--- config.mk ---
export PLATFORM = sky130hd
export DESIGN_NAME = fetch_controller_flat
export DESIGN_NICKNAME = d
export VERILOG_FILES = /design/src/rtl/fetch_pkg.sv /design/src/rtl/fetch_controller_if.sv /design/src/rtl/fetch_line_buf.sv /design/src/rtl/fetch_controller.sv /design/src/flat_wrapper.sv
export SDC_FILE = /design/constraint.sdc
export NUM_CORES = 1
export LEC_CHECK = 0
export CAP_MARGIN = 10
export CORE_MARGIN = 10
export CORE_UTILIZATION = 51
export CTS_BUF_LIST = sky130_fd_sc_hd__clkbuf_8 sky130_fd_sc_hd__clkbuf_16
export DETAILED_ROUTE_END_ITERATION = 16
export PLACE_DENSITY_LB_ADDON = 0.15
export SLEW_MARGIN = 20
export SYNTH_ARGS = -nofsm -noshare
export SYNTH_HDL_FRONTEND = slang
export SYNTH_SLANG_ARGS = --single-unit
--- constraint.sdc ---
create_clock -name clk -period 2.5 [get_ports clk]
set_input_delay 0.5 -clock clk [delete_from_list [all_inputs] [get_ports clk]]
set_output_delay 0.5 -clock clk [all_outputs]
set_load 0.01 [all_outputs]
--- src/rtl/fetch_pkg.sv ---
// -----------------------------------------------------------------------------
// fetch_pkg
// Shared types and constants for the instruction fetch controller.
//   state_t    : fetch FSM states
//   WORD_W     : instruction word width
//   LINE_WORDS : words per Instruction_Memory line
//   LINE_W     : line width
//   word_sel() : pick one 32-bit word out of a 128-bit line
// -----------------------------------------------------------------------------
package fetch_pkg;

  localparam int WORD_W     = 32;
  localparam int LINE_WORDS = 4;
  localparam int LINE_W     = WORD_W * LINE_WORDS;

  typedef enum logic [1:0] {
    S_REQ   = 2'd0,
    S_WAIT  = 2'd1,
    S_ISSUE = 2'd2
  } state_t;

  // Word i of a line lives at line[32*i+31 : 32*i].
  function automatic logic [WORD_W-1:0] word_sel(input logic [LINE_W-1:0] line,
                                                 input logic [1:0]        idx);
    logic [WORD_W-1:0] w;
    case (idx)
      2'd0:    w = line[0*WORD_W +: WORD_W];
      2'd1:    w = line[1*WORD_W +: WORD_W];
      2'd2:    w = line[2*WORD_W +: WORD_W];
      default: w = line[3*WORD_W +: WORD_W];
    endcase
    return w;
  endfunction

endpackage

--- src/rtl/fetch_controller_if.sv ---
// -----------------------------------------------------------------------------
// fetch_controller_if
// Bundles the memory-side and decode-side signals of the fetch controller.
//   im_pc          : line address to Instruction_Memory
//   im_line        : line returned by Instruction_Memory
//   redirect_valid : one-cycle redirect strobe
//   redirect_pc    : redirect target
//   inst_valid     : inst / inst_pc valid toward decode
//   inst_ready     : decode accepts
//   inst           : instruction word
//   inst_pc        : address of inst
// master = fetch controller, slave = memory / decode / branch unit side.
// -----------------------------------------------------------------------------
interface fetch_controller_if;
  import fetch_pkg::*;

  logic [31:0]       im_pc;
  logic [LINE_W-1:0] im_line;
  logic              redirect_valid;
  logic [31:0]       redirect_pc;
  logic              inst_valid;
  logic              inst_ready;
  logic [WORD_W-1:0] inst;
  logic [31:0]       inst_pc;

  modport master (
    output im_pc,
    input  im_line,
    input  redirect_valid,
    input  redirect_pc,
    output inst_valid,
    input  inst_ready,
    output inst,
    output inst_pc
  );

  modport slave (
    input  im_pc,
    output im_line,
    output redirect_valid,
    output redirect_pc,
    input  inst_valid,
    output inst_ready,
    input  inst,
    input  inst_pc
  );

endinterface

--- src/rtl/fetch_line_buf.sv ---
// -----------------------------------------------------------------------------
// fetch_line_buf
// One-line instruction buffer: holds the last captured memory line, its tag
// (line address bits [31:4]) and a valid flag, and selects the word to issue.
//   clk, rst   : clock, synchronous active-high reset
//   capture    : load line_in / tag_in this cycle
//   line_in    : line from Instruction_Memory
//   tag_in     : pc[31:4] of the line being captured
//   word_idx   : pc[3:2], word to present on word
//   word       : selected instruction word
//   tag        : tag of the buffered line
//   line_valid : buffer holds a usable line
// -----------------------------------------------------------------------------
module fetch_line_buf
  import fetch_pkg::*;
(
  input  logic              clk,
  input  logic              rst,
  input  logic              capture,
  input  logic [LINE_W-1:0] line_in,
  input  logic [27:0]       tag_in,
  input  logic [1:0]        word_idx,
  output logic [WORD_W-1:0] word,
  output logic [27:0]       tag,
  output logic              line_valid
);

  logic [LINE_W-1:0] line_q;

  always_ff @(posedge clk) begin
    if (rst) begin
      line_q     <= '0;
      tag        <= '0;
      line_valid <= 1'b0;
    end else if (capture) begin
      line_q     <= line_in;
      tag        <= tag_in;
      line_valid <= 1'b1;
    end
  end

  assign word = word_sel(line_q, word_idx);

endmodule

--- src/rtl/fetch_controller.sv ---
// -----------------------------------------------------------------------------
// fetch_controller
// Sequences Instruction_Memory line reads into a one-line buffer and issues one
// instruction per cycle to decode over valid/ready. Redirects that land in the
// buffered line are served without a memory access.
//   clk, rst : clock, synchronous active-high reset
//   en       : fetch enable; gates only the start of a new line request
//   bus      : fetch_controller_if.master (memory, redirect and decode signals)
// Parameters:
//   RESET_PC   : pc after reset (bits [1:0] ignored)
//   IM_LATENCY : cycles from stable im_pc to valid im_line, 1..7
//
// state   | meaning
// --------+-----------------------------------------------------------
// S_REQ   | present line address; leave for S_WAIT once en=1
// S_WAIT  | hold im_pc, count down latency, capture line at count 0
// S_ISSUE | inst_valid=1, advance pc on each handshake to end of line
// -----------------------------------------------------------------------------
module fetch_controller
  import fetch_pkg::*;
#(
  parameter logic [31:0] RESET_PC   = 32'h0000_0000,
  parameter int          IM_LATENCY = 1
) (
  input  logic               clk,
  input  logic               rst,
  input  logic               en,
  fetch_controller_if.master bus
);

  localparam logic [2:0] CNT_LOAD = 3'(IM_LATENCY - 1);

  state_t            state;
  logic [31:0]       pc;
  logic [2:0]        cnt;
  logic              inst_valid;

  logic [31:0]       target;
  logic              hit;
  logic              capture;
  logic [WORD_W-1:0] word;
  logic [27:0]       tag;
  logic              line_valid;

  assign target = bus.redirect_pc & 32'hFFFF_FFFC;
  assign hit    = line_valid && (target[31:4] == tag);

  // A redirect in the capture cycle aborts the access: the old line and tag
  // stay put so a later redirect back into them can still hit.
  assign capture = (state == S_WAIT) && (cnt == 3'd0) && !bus.redirect_valid;

  fetch_line_buf u_line_buf (
    .clk        (clk),
    .rst        (rst),
    .capture    (capture),
    .line_in    (bus.im_line),
    .tag_in     (pc[31:4]),
    .word_idx   (pc[3:2]),
    .word       (word),
    .tag        (tag),
    .line_valid (line_valid)
  );

  assign bus.im_pc      = {pc[31:4], 4'b0000};
  assign bus.inst_pc    = pc;
  assign bus.inst       = word;
  assign bus.inst_valid = inst_valid;

  always_ff @(posedge clk) begin
    if (rst) begin
      state      <= S_REQ;
      pc         <= RESET_PC & 32'hFFFF_FFFC;
      cnt        <= '0;
      inst_valid <= 1'b0;
    end else if (bus.redirect_valid) begin
      // Redirect overrides everything, including a same-cycle handshake.
      pc  <= target;
      cnt <= '0;
      if (hit) begin
        state      <= S_ISSUE;
        inst_valid <= 1'b1;
      end else begin
        state      <= S_REQ;
        inst_valid <= 1'b0;
      end
    end else begin
      case (state)
        S_REQ: begin
          if (en) begin
            state <= S_WAIT;
            cnt   <= CNT_LOAD;
          end
        end
        S_WAIT: begin
          if (cnt == 3'd0) begin
            state      <= S_ISSUE;
            inst_valid <= 1'b1;
          end else begin
            cnt <= cnt - 3'd1;
          end
        end
        S_ISSUE: begin
          if (bus.inst_ready) begin
            pc <= pc + 32'd4;
            if (pc[3:2] == 2'b11) begin
              state      <= S_REQ;
              inst_valid <= 1'b0;
            end
          end
        end
        default: begin
          state      <= S_REQ;
          inst_valid <= 1'b0;
        end
      endcase
    end
  end

endmodule

--- src/flat_wrapper.sv ---
// flat-port wrapper written by rule: the top's interface ports become plain ports
module fetch_controller_flat import fetch_pkg::*;
#(
  parameter logic [31:0] RESET_PC   = 32'h0000_0000,
  parameter int          IM_LATENCY = 1
)
  (clk, rst, en, bus_im_pc, bus_im_line, bus_redirect_valid, bus_redirect_pc, bus_inst_valid, bus_inst_ready, bus_inst, bus_inst_pc);
  fetch_controller_if bus_i ();
  input  logic clk;
  input  logic rst;
  input  logic en;
  output wire logic [$bits(bus_i.im_pc)-1:0] bus_im_pc;
  input wire logic [$bits(bus_i.im_line)-1:0] bus_im_line;
  input wire logic [$bits(bus_i.redirect_valid)-1:0] bus_redirect_valid;
  input wire logic [$bits(bus_i.redirect_pc)-1:0] bus_redirect_pc;
  output wire logic [$bits(bus_i.inst_valid)-1:0] bus_inst_valid;
  input wire logic [$bits(bus_i.inst_ready)-1:0] bus_inst_ready;
  output wire logic [$bits(bus_i.inst)-1:0] bus_inst;
  output wire logic [$bits(bus_i.inst_pc)-1:0] bus_inst_pc;
  assign bus_im_pc = bus_i.im_pc;
  assign bus_i.im_line = bus_im_line;
  assign bus_i.redirect_valid = bus_redirect_valid;
  assign bus_i.redirect_pc = bus_redirect_pc;
  assign bus_inst_valid = bus_i.inst_valid;
  assign bus_i.inst_ready = bus_inst_ready;
  assign bus_inst = bus_i.inst;
  assign bus_inst_pc = bus_i.inst_pc;
  fetch_controller #(.RESET_PC(RESET_PC), .IM_LATENCY(IM_LATENCY)) u_core (.clk(clk), .rst(rst), .en(en), .bus(bus_i));
endmodule
# Word level (Yosys, flattened, before mapping)
# Index checks and enable logic that the tools add are counted.
[op_classes] add_sub_neg=2 n_mul=0 n_div=0 order_cmp=0 n_eq_ne=13 shifts=0 mux=20 bitwise_logic=0 n_reduce_logical=16
[op_table] cell="$mux W32" n=3
[op_table] cell="$pmux W32 S3" n=1
[op_table] cell="$add A32 B3 Y32 const B" n=1
[op_table] cell="$eq A28 B28 Y1" n=1
[op_table] cell="$mux W2" n=6
[op_table] cell="$ne A3 B3 Y1 const B" n=3
[op_table] cell="$reduce_and A4 Y1" n=2
[op_table] cell="$eq A2 B2 Y1 const B" n=3
[op_table] cell="$mux W3" n=2
[op_table] cell="$ne A2 B2 Y1 const B" n=3
[op_table] cell="$pmux W2 S3" n=1
[op_table] cell="$pmux W3 S2" n=1
[op_table] cell="$reduce_bool A2 Y1" n=3
[op_table] cell="$mux W1" n=5
[op_table] cell="$eq A2 B1 Y1 const B" n=2
[op_table] cell="$logic_not A2 Y1" n=2
[op_table] cell="$reduce_and A2 Y1" n=2
[op_table] cell="$logic_and A1 B1 Y1" n=3
[op_table] cell="$logic_not A3 Y1" n=1
[op_table] cell="$ne A3 B2 Y1 const B" n=1
[op_table] cell="$pmux W1 S3" n=1
[op_table] cell="$reduce_and A3 Y1" n=1
[op_table] cell="$sub A3 B1 Y3 const B" n=1
[op_table] cell="$reduce_or A2 Y1" n=1
[op_table] cell="$logic_not A1 Y1" n=1
[word_totals] regBits=195 latchBits=0 mem_bits_rw=0 rom_bits=0 in_bits=165 out_inout_bits=97 elab_cells=59 memories=0

# Longest topological paths before layout
# Gate-level depths: netlist of run 1.
[depth] depth_word=5 depth_mapped=9 mapped_depth_nobuf=8

# By module
# A second synthesis of run 1 with hierarchy kept.
[hier_totals] hier_cells=862 area_unflattened_um2=8918.6
[by_module_without_submodules] module="fetch_line_buf" instances=1 cells_each=545 area_per_inst_um2=6354.8 seq_area_each_um2=3143.0
[by_module_without_submodules] module="fetch_controller" instances=1 cells_each=317 area_per_inst_um2=2563.7 seq_area_each_um2=720.7

# Worst setup path before layout of run 1
# No wires, ideal clock.
[synth_path] path_type="register to output" from="register u_core.pc[3] (netlist: u_core.bus.inst_pc[3])" to="output bus_inst[0]" arrival_time_ps=1576 required_time_ps=2000 path_slack_ps=424 stages_incl_launch_ff=5 path_buffers=2 cell_sequence="dfxtp_1 -> ha_1 -> buf_8 -> clkbuf_1 -> mux2i_1"
[synth_via] elab_chain_len=2 elab_cells_between_ends=4 classes_between="2 x eq/ne; 1 x mux; 1 x reduce/logical"
[synth_lines] item="start: declaration" line="fetch_controller.sv:34" rtl="logic [31:0] pc;"
[synth_lines] item="start signal: assignment" line="fetch_controller.sv:72" rtl="pc <= RESET_PC & 32'hFFFF_FFFC;"
[synth_lines] item="start signal: assignment" line="fetch_controller.sv:77" rtl="pc <= target;"
[synth_lines] item="start signal: assignment" line="fetch_controller.sv:104" rtl="pc <= pc + 32'd4;"
[synth_lines] item="$eq A2 B2 Y1, or another cell as far along" line="fetch_pkg.sv:26" rtl="case (idx)"
[synth_lines] item="$pmux W32 S3 *" line="fetch_pkg.sv:26"
[synth_lines] item="end: declaration" line="flat_wrapper.sv:18" rtl="output wire logic [$bits(bus_i.inst)-1:0] bus_inst;"
# Mark *: on every way between the ends. The rest lies on a longest branch, timed or not.

# Worst setup path after layout of run 1
[layout_path] from="register u_core.pc[3] (netlist: u_core.bus.inst_pc[3])" to="output bus_inst[23]"
# The elaborated chain is that of the path after synthesis.

==> metrics.md, run 1 <==
| Metric | Value |
|---|---|
| Outcome | complete, no violations |
| Share of layout cells above drive strength 1 | 0.08906 |
| Yosys top cell area share | 0.4418 |
| Commonest non-fill, non-tap cell in the layout | nand2_1 |
| Tmin final | about 2.4 ns |
| First-pass GRT wire length | 40640 µm |
| Final hold slack | 0.4550 ns |
| FF-to-FF End | u_core.bus.inst_pc[31] |
| Main synth FF type | dfxtp_1 |
| Area of the multi-input gates | 0.004169 mm² |
| DRT antenna net count | 0 |
| Crit path max fanout | 16 |
| Ports | 262 |
| Placed insts | 1507 |
| CP cell instances | inv_2 > ha_4 > buf_12 > a222oi_1 > mux2i_1 > dlygate4sd2_1 |
| Hold buffers post-CTS | 0 |
| WS Path Type | register to primary output |
| I/O Buffers | 253 |
| Initial core utilization | 0.5237 |
| Peak VDD IR | ~0.51 mV |
| Type of element launching the critical path | register |
| Pint | 5.233 mW |
| Crit share post-route | 0.9748 |
| CP peak stage delay | 0.34 ns |
| Sequential cell area | 0.003869 mm² |
| Sw frac | 0.2559 |
| Non-filler cells, final | ~1500 |
| Routed length per placed instance | 17.07 µm |
| Slew Limit Fails | 0 |
| Endpoints failing setup | 0 |
| Initial antenna violation count | 4 |
| Clock power frac | 0.386 |
| Vias per cell | 5.362 |
| # fillers | 1389 |
| CTS Buf Count | 17 |
| Sequential power share | 0.467 |
| Worst Skew | 0.01347 ns |
| CTS tree | done |
| Total Routing Usage GR | 0.2223 |
| Unrepaired setup endpoints after global routing | yes |
| Yosys reg bits | 193 |
| Critical Path Start | u_core.bus.inst_pc[3] |
| P_leak | between 4 and 5 nW |
| Post-synthesis area per instance | ~7.9 µm² |
| Worst flop-to-flop path startpoint | u_core.bus.inst_pc[17] |
| WP data required | 2.00 ns |
| Max H-tree Level | 4 |
| Worst Tran Pin Value | between 0.6 and 0.7 ns |
| Critical path arrival | 1.94 ns |
| Leading area contributor after synthesis | dfxtp_1 |
| Die width | between 150 and 200 µm |
| Max frequency | ~400 MHz |
| PD cells | 588.1 mW/mm² |
| First DRT Iteration DRCs | 637 |
| Post-route cell area | 0.01196 mm² |
| Placeable Area | 0.01670 mm² |
| Sw power | 1.799 mW |
| DR pass1 iterations | 6 |
| R2R depth | 5 |
| Critical path capture point | bus_inst[23] |
| DR DRC count | 0 |
| Placed cell area | 0.01138 mm² |
| Crit. End Element | primary output |
| Asr flop ratio synth | 0 |
| Yosys cell types | 47 |
| Path type of the worst min-delay path | register to register |
| Routed vias | 8289 |
| Final net count | between 1000 and 1500 |
| DP HPWL | 18900 µm |
| Fin Setup TNS | 0 ns |
| Worst rel slew slack | 0.5932 |
| Clock Latency Late Sink | 0.43 ns |
| Die H | approximately 150 µm |
| Largest net degree at the start of global routing | 75 |
| FP Rows | 47 |
| Number of hold violations in the final report | 0 |
| Post-Syn Instances | ~1100 |
| Clk pin slew, worst setup/hold paths | 0.07 ns |
| Critical path's slowest cell | dfxtp_2 |
| Post-synthesis instance area | about 0.0087 mm² |
| GRT overflow | 0 |
| WL final | approximately 26000 µm |
| CTS max path bufs | 2 |
| Yosys warns | 0 |
| Register area share after synthesis | 0.4418 |
| Die area | 0.02279 mm² |
| Commonest non-fill, non-tap cells in the layout | nand2_1, clkdlybuf4s50_1, dfxtp_1, a21oi_1, inv_1 |
| CTS root buffer | clkbuf_16 |
| Vias in the first global route | 7859 |
| Area Overhead vs Synth | 36.72% |
| Max-cap violations | 0 |
| R2r setup slk | 0.50 ns |
| GP Congestion | 0.8749 |
| Clock sink count | a little under 200 |
| Gate power share | 0.147 |
| Post-synth EDFFs | 0 |
| Most area-consuming cells after synthesis | dfxtp_1, nand2_1, a21oi_1, mux2i_1, xnor2_1 |
## power groups by stage
stage,sequential [mW],combinational (mW),clock (mW)
3_3_place_gp,3.35,1.01,0
2_1_floorplan,3.35,0.461,0
3_5_place_dp,3.35,1.02,0
5_1_grt,3.30,1.12,2.88
6_report,3.28,1.03,2.71
4_1_cts,3.28,1.04,2.75
## per-stage QoR
| step | total power [mW] | setup WS, ns | util |
|---|---|---|---|
| floorplan | 3.808 | 0.4238 | - |
| global placement | 4.360 | -0.03840 | 0.6812 |
| detailed placement | 4.373 | -0.07007 | 0.6812 |
| CTS | 7.072 | 0.01622 | 0.7162 |
| global route | 7.295 | -0.03857 | 0.7160 |
| finish | 7.033 | 0.06307 | 0.7160 |
## worst max-delay path: cells and delay by family (launching register included)
kind	cells	cell delay, ns
AOI/OAI and AO/OA	1	0.34
adders and majority gates	1	0.19
buffers and inverters	3	0.53
DFF	1	0.34
muxes	1	0.11
## cells by family (layout without fill, tap and decap cells)
group,Yosys count,in the layout,share of synthesized area
flip-flops,193,193,0.4418
other,1,7,0.0004288
XOR/XNOR,52,52,0.05207
multiplexers,34,34,0.03891
AND/OR/NAND/NOR,426,426,0.2046
AO/OA/AOI/OAI,237,237,0.1642
adder cells (fa/ha/maj),6,6,0.008583
buffers and inverters,158,371,0.08941
## cell usage after synthesis (all sizes together), types with 2 or more instances
master and instances:
or3 2, a21oi 168, ha 6, o21ai 5, mux2i 34, nand3 15, and2 3, dfxtp 193
nor2 31, a21o 3, a211oi 20, xnor2 37, clkbuf 61, nor3 18, xor2 15, nand2 328
and4 5, dlygate4sd1 2, buf 51, nand4 10, nor4 7, a311oi 4, a222oi 32, inv 44
## final cells by class
class / count / share of cell area
Clock inverter: 15 / 0.01308
Multi-Input combinational cell: 761 / 0.3486
Clock buffer: 17 / 0.03558
Inverter: 44 / 0.01381
Antenna cell: 1 / 0.0002093
Sequential cell: 193 / 0.3235
Timing Repair Buffer: 295 / 0.2421
Tap cell: 220 / 0.02302
## sequential cells by signal, indices dropped and copies added (netlist names)
name / count
u_core.bus.inst_pc: 30
u_core.bus.inst_valid: 1
u_core.cnt: 3
u_core.state: 2
u_core.u_line_buf.line_q: 128
u_core.u_line_buf.line_valid: 1
u_core.u_line_buf.tag: 28
## layer usage
layer,GRT usage,vias to the layer above,share of wire
met5,0,-,0.0016
met4,0.05534,6,0.016
met3,0.07458,35,0.092
met2,0.3751,294,0.47
met1,0.2666,3852,0.42
li1,-,4102,-
## how the worst min path moves through the flow
stage,from,endpoint,slack (ns),cells after the start
after global routing,u_core.u_line_buf.line_q[123],u_core.u_line_buf.line_q[123],0.47,2
after CTS,u_core.u_line_buf.line_q[65],u_core.u_line_buf.line_q[65],0.46,2
final,u_core.u_line_buf.line_q[65],u_core.u_line_buf.line_q[65],0.46,2
after global placement,u_core.u_line_buf.line_q[17],u_core.u_line_buf.line_q[17],0.44,2
after floorplan,u_core.u_line_buf.line_q[84],u_core.u_line_buf.line_q[84],0.44,2
after detailed placement,u_core.u_line_buf.line_q[31],u_core.u_line_buf.line_q[31],0.45,2
## timing repair
item	4_1_cts	5_1_grt
gates cloned	1	0
hold endpoints to repair	0	0
setup buffers	3	2
pin swaps	16	15
endpoints found under the setup margin	32	23
resized for setup	105	26
No activity file was read; power rests on OpenSTA's default activity.
==> run 2, diff against run 1 <==
- CORE_UTILIZATION: 51 -> 43
- clock period: 2.5 -> 2.2 ns (I/O delays scaled with it)
==> run 2 against run 1 <==
  * The flow now finishes with violations (setup timing)
  * Cell count rose by 4.3%
  * Clock skew rose by 0.00059 ns
  * Register-to-register slack got worse by 0.25 ns
  * Power rose by 16%
  * First-iteration DRC count fell by 11%
  * Largest power group unchanged
==> metrics.md, run 2 (synthesis results as in run 1) <==
| Metric | Value |
|---|---|
| GP Congestion | 0.8649 (-1.1%) |
| Final net count | 1502 (+1.3%) |
| FP Rows | 52 (+11%) |
| WS Path Type | register to primary output |
| Clock Latency Late Sink | 0.42 ns (about the same) |
| Crit. End Element | primary output |
| CTS Buf Count | 17 (unchanged) |
| HP Start | u_core.u_line_buf.line_q[100] |
| Met3 WL | 2212 µm (-9.3%) |
| Critical path's slowest cell | dfxtp_4 |
| Max frequency | roughly 430 MHz |
| DR pass1 iterations | 8 (+2) |
| Worst path depth | 6 (unchanged) |
| Gate power share | 0.149 (+0.002) |
| Max H-tree Level | 4 (unchanged) |
| Outcome | finished with violations |
| GRT overflow | 0 (unchanged) |
| Met2 WL post-DR | 13210 µm (+5.5%) |
| Unrepaired setup endpoints after global routing | yes |
| Max-cap violations | 0 (unchanged) |
| Critical path capture point | bus_inst[10] |
| I/O Buffers | 253 (unchanged) |
| # fillers | 1852 (+33%) |
| Final Power | 8.151 mW (+16%) |
| DR DRC count | 0 (unchanged) |
| Max reg flops | 128 (unchanged) |
| Worst flop-to-flop path startpoint | u_core.bus.inst_pc[2] |
| CTS max path bufs | 2 (unchanged) |
| Pint | 6.031 mW (+15%) |
| CP peak stage delay | 0.37 ns (+0.03 ns) |
| Critical path arrival | 1.86 ns (-0.08 ns) |
| Total Routing Usage GR | 0.1992 (-0.02318) |
| Type of element launching the critical path | register |
| Sw power | 2.120 mW (+18%) |
| Vias per cell | 5.112 (-4.7%) |
| Die width | 162.6 µm (+7.7%) |
| Path type of the worst min-delay path | register to register |
| R2r setup slk | 0.25 ns (-0.25 ns) |
| Clock power frac | 0.395 (+0.009) |
| Initial antenna violation count | 5 (+1) |
| Worst Skew | 0.01406 ns (+0.0005886 ns) |
| Routed length per placed instance | 17.09 µm (about the same) |
| Placed cell area | 0.01163 mm² (+2.2%) |
| Largest reg by FF count | u_core.u_line_buf.line_q |
| Hold buffers post-CTS | 0 (unchanged) |
| Die area | 0.02644 mm² (+16%) |
| Die H | 162.6 µm (+7.7%) |
| Peak VDD IR | 0.5092 mV (-0.21%) |
| Commonest non-fill, non-tap cells in the layout | nand2_1, clkdlybuf4s50_1, dfxtp_1, a21oi_1, buf_4 |
| Clk pin slew, worst setup/hold paths | 0.07 ns (about the same) |
| P_leak | 4.237 nW (+3.2%) |
| M1 wire length | 11710 µm (+6.6%) |
| Routed vias | 8246 (-0.52%) |
| WP data required | 1.76 ns (-0.24 ns) |
| Tmin final | 2.300 ns |
| Largest net degree at the start of global routing | 79 (+5.3%) |
| DRT antenna net count | 0 (unchanged) |
| Share of layout cells above drive strength 1 | 0.1087 (+0.01966) |
| Worst rel slew slack | 0.6362 (+0.04299) |
| DP HPWL | 19930 µm (+5.4%) |
| PD cells | 668.9 mW/mm² (+14%) |
| Crit share post-route | 1.046 |
| Commonest non-fill, non-tap cell in the layout | nand2_1 |
| CTS tree | done |
| Ant. Diodes | 0 (-1) |
| CTS root buffer | clkbuf_16 |
| Post-route cell area | 0.01218 mm² (+1.9%) |
| Critical Path Start | u_core.bus.inst_pc[2] |
| Setup slack after layout | -0.1004 ns (-0.1635 ns) |
| Post-Place Worst Slack | -0.2203 ns (-0.1502 ns) |
| Failing checks | setup timing |
| Ports | 262 (unchanged) |
| Number of hold violations in the final report | 0 (unchanged) |
| Final hold slack | 0.4562 ns (+0.001146 ns) |
| CP cell instances | inv_2 > ha_4 > buf_12 > a222oi_1 > mux2i_1 > buf_2 |
| Buffers and inverters on the worst path | 3 (unchanged) |
| Top sig layer | met5 |
| FF-to-FF End | u_core.bus.inst_pc[12] |
| Worst Tran Pin Value | 0.5457 ns (-0.05890 ns) |
| First-pass GRT wire length | 42950 µm (+5.7%) |
| Placeable Area | 0.02010 mm² (+20%) |
| First DRT Iteration DRCs | 568 (-11%) |
| Vias in the first global route | 8069 (+2.7%) |
| Area Overhead vs Synth | 39.31% |
| Crit path max-delay family | buffers and inverters |
| Crit path max fanout | 17 (+1) |
| Clock sink count | 193 (unchanged) |
| Endpoints failing setup | 25 (+25) |
| Sw frac | 0.2601 (+0.004235) |
| Slew Limit Fails | 0 (unchanged) |
| R2R depth | 7 (+2) |
| Sequential power share | 0.456 (-0.011) |
| WL final | 27560 µm (+4.4%) |
| Initial core utilization | 0.4350 (-0.08865) |
==> run 2: worst min-delay path by stage <==
stage,slack (ns),depth (start not counted),to
detailed placement,0.45,2,u_core.u_line_buf.line_q[9]
floorplan,0.44,2,u_core.u_line_buf.line_q[84]
finish,0.46,2,u_core.u_line_buf.line_q[100]
global placement,0.44,2,u_core.u_line_buf.line_q[52]
global route,0.47,2,u_core.u_line_buf.line_q[87]
CTS,0.44,2,u_core.u_line_buf.line_valid
==> run 2: per-stage QoR <==
stage	setup TNS [ns]	util	cells
floorplan	0	-	1112
global placement	-2.104	0.5785	1579
detailed placement	-3.449	0.5785	1579
CTS	-1.622	0.6059	1613
global route	-4.231	0.6060	1613
finish	-0.7093	0.6060	1613
==> run 2: metal layers <==
layer	track usage	up-vias
met5	0	-
li1	-	4136
met2	0.3369	251
met1	0.2388	3822
met3	0.06218	29
met4	0.05492	8
==> run 2: power by group through the flow <==
| stage | registers [mW] | logic, mW | clock network [mW] |
|---|---|---|---|
| 6_report | 3.72 | 1.21 | 3.22 |
| 5_1_grt | 3.74 | 1.31 | 3.43 |
| 4_1_cts | 3.72 | 1.22 | 3.28 |
| 3_5_place_dp | 3.80 | 1.21 | 0 |
| 3_3_place_gp | 3.79 | 1.21 | 0 |
| 2_1_floorplan | 3.80 | 0.524 | 0 |
==> run 2: timing repair <==
action,CTS,global route
resized for setup,154,1
cloned,1,0
setup buffers,2,0
pin swaps,30,6
setup endpoints to repair,32,32
==> run 2: cell type report <==
class,instances,area (µm²),area share
Clock buffer,18,439.2,0.03604
Clock inverter,13,165.2,0.01356
Inverter,44,165.2,0.01356
Multi-Input combinational cell,761,4183,0.3433
Sequential cell,193,3869,0.3175
Tap cell,270,337.8,0.02773
Timing Repair Buffer,314,3025,0.2483
==> run 2: worst min-delay path, stage by stage, from the launching register on <==
cell and delay (ns):
dfxtp_1 0.31, nand2_1 0.05, a21oi_1 0.05
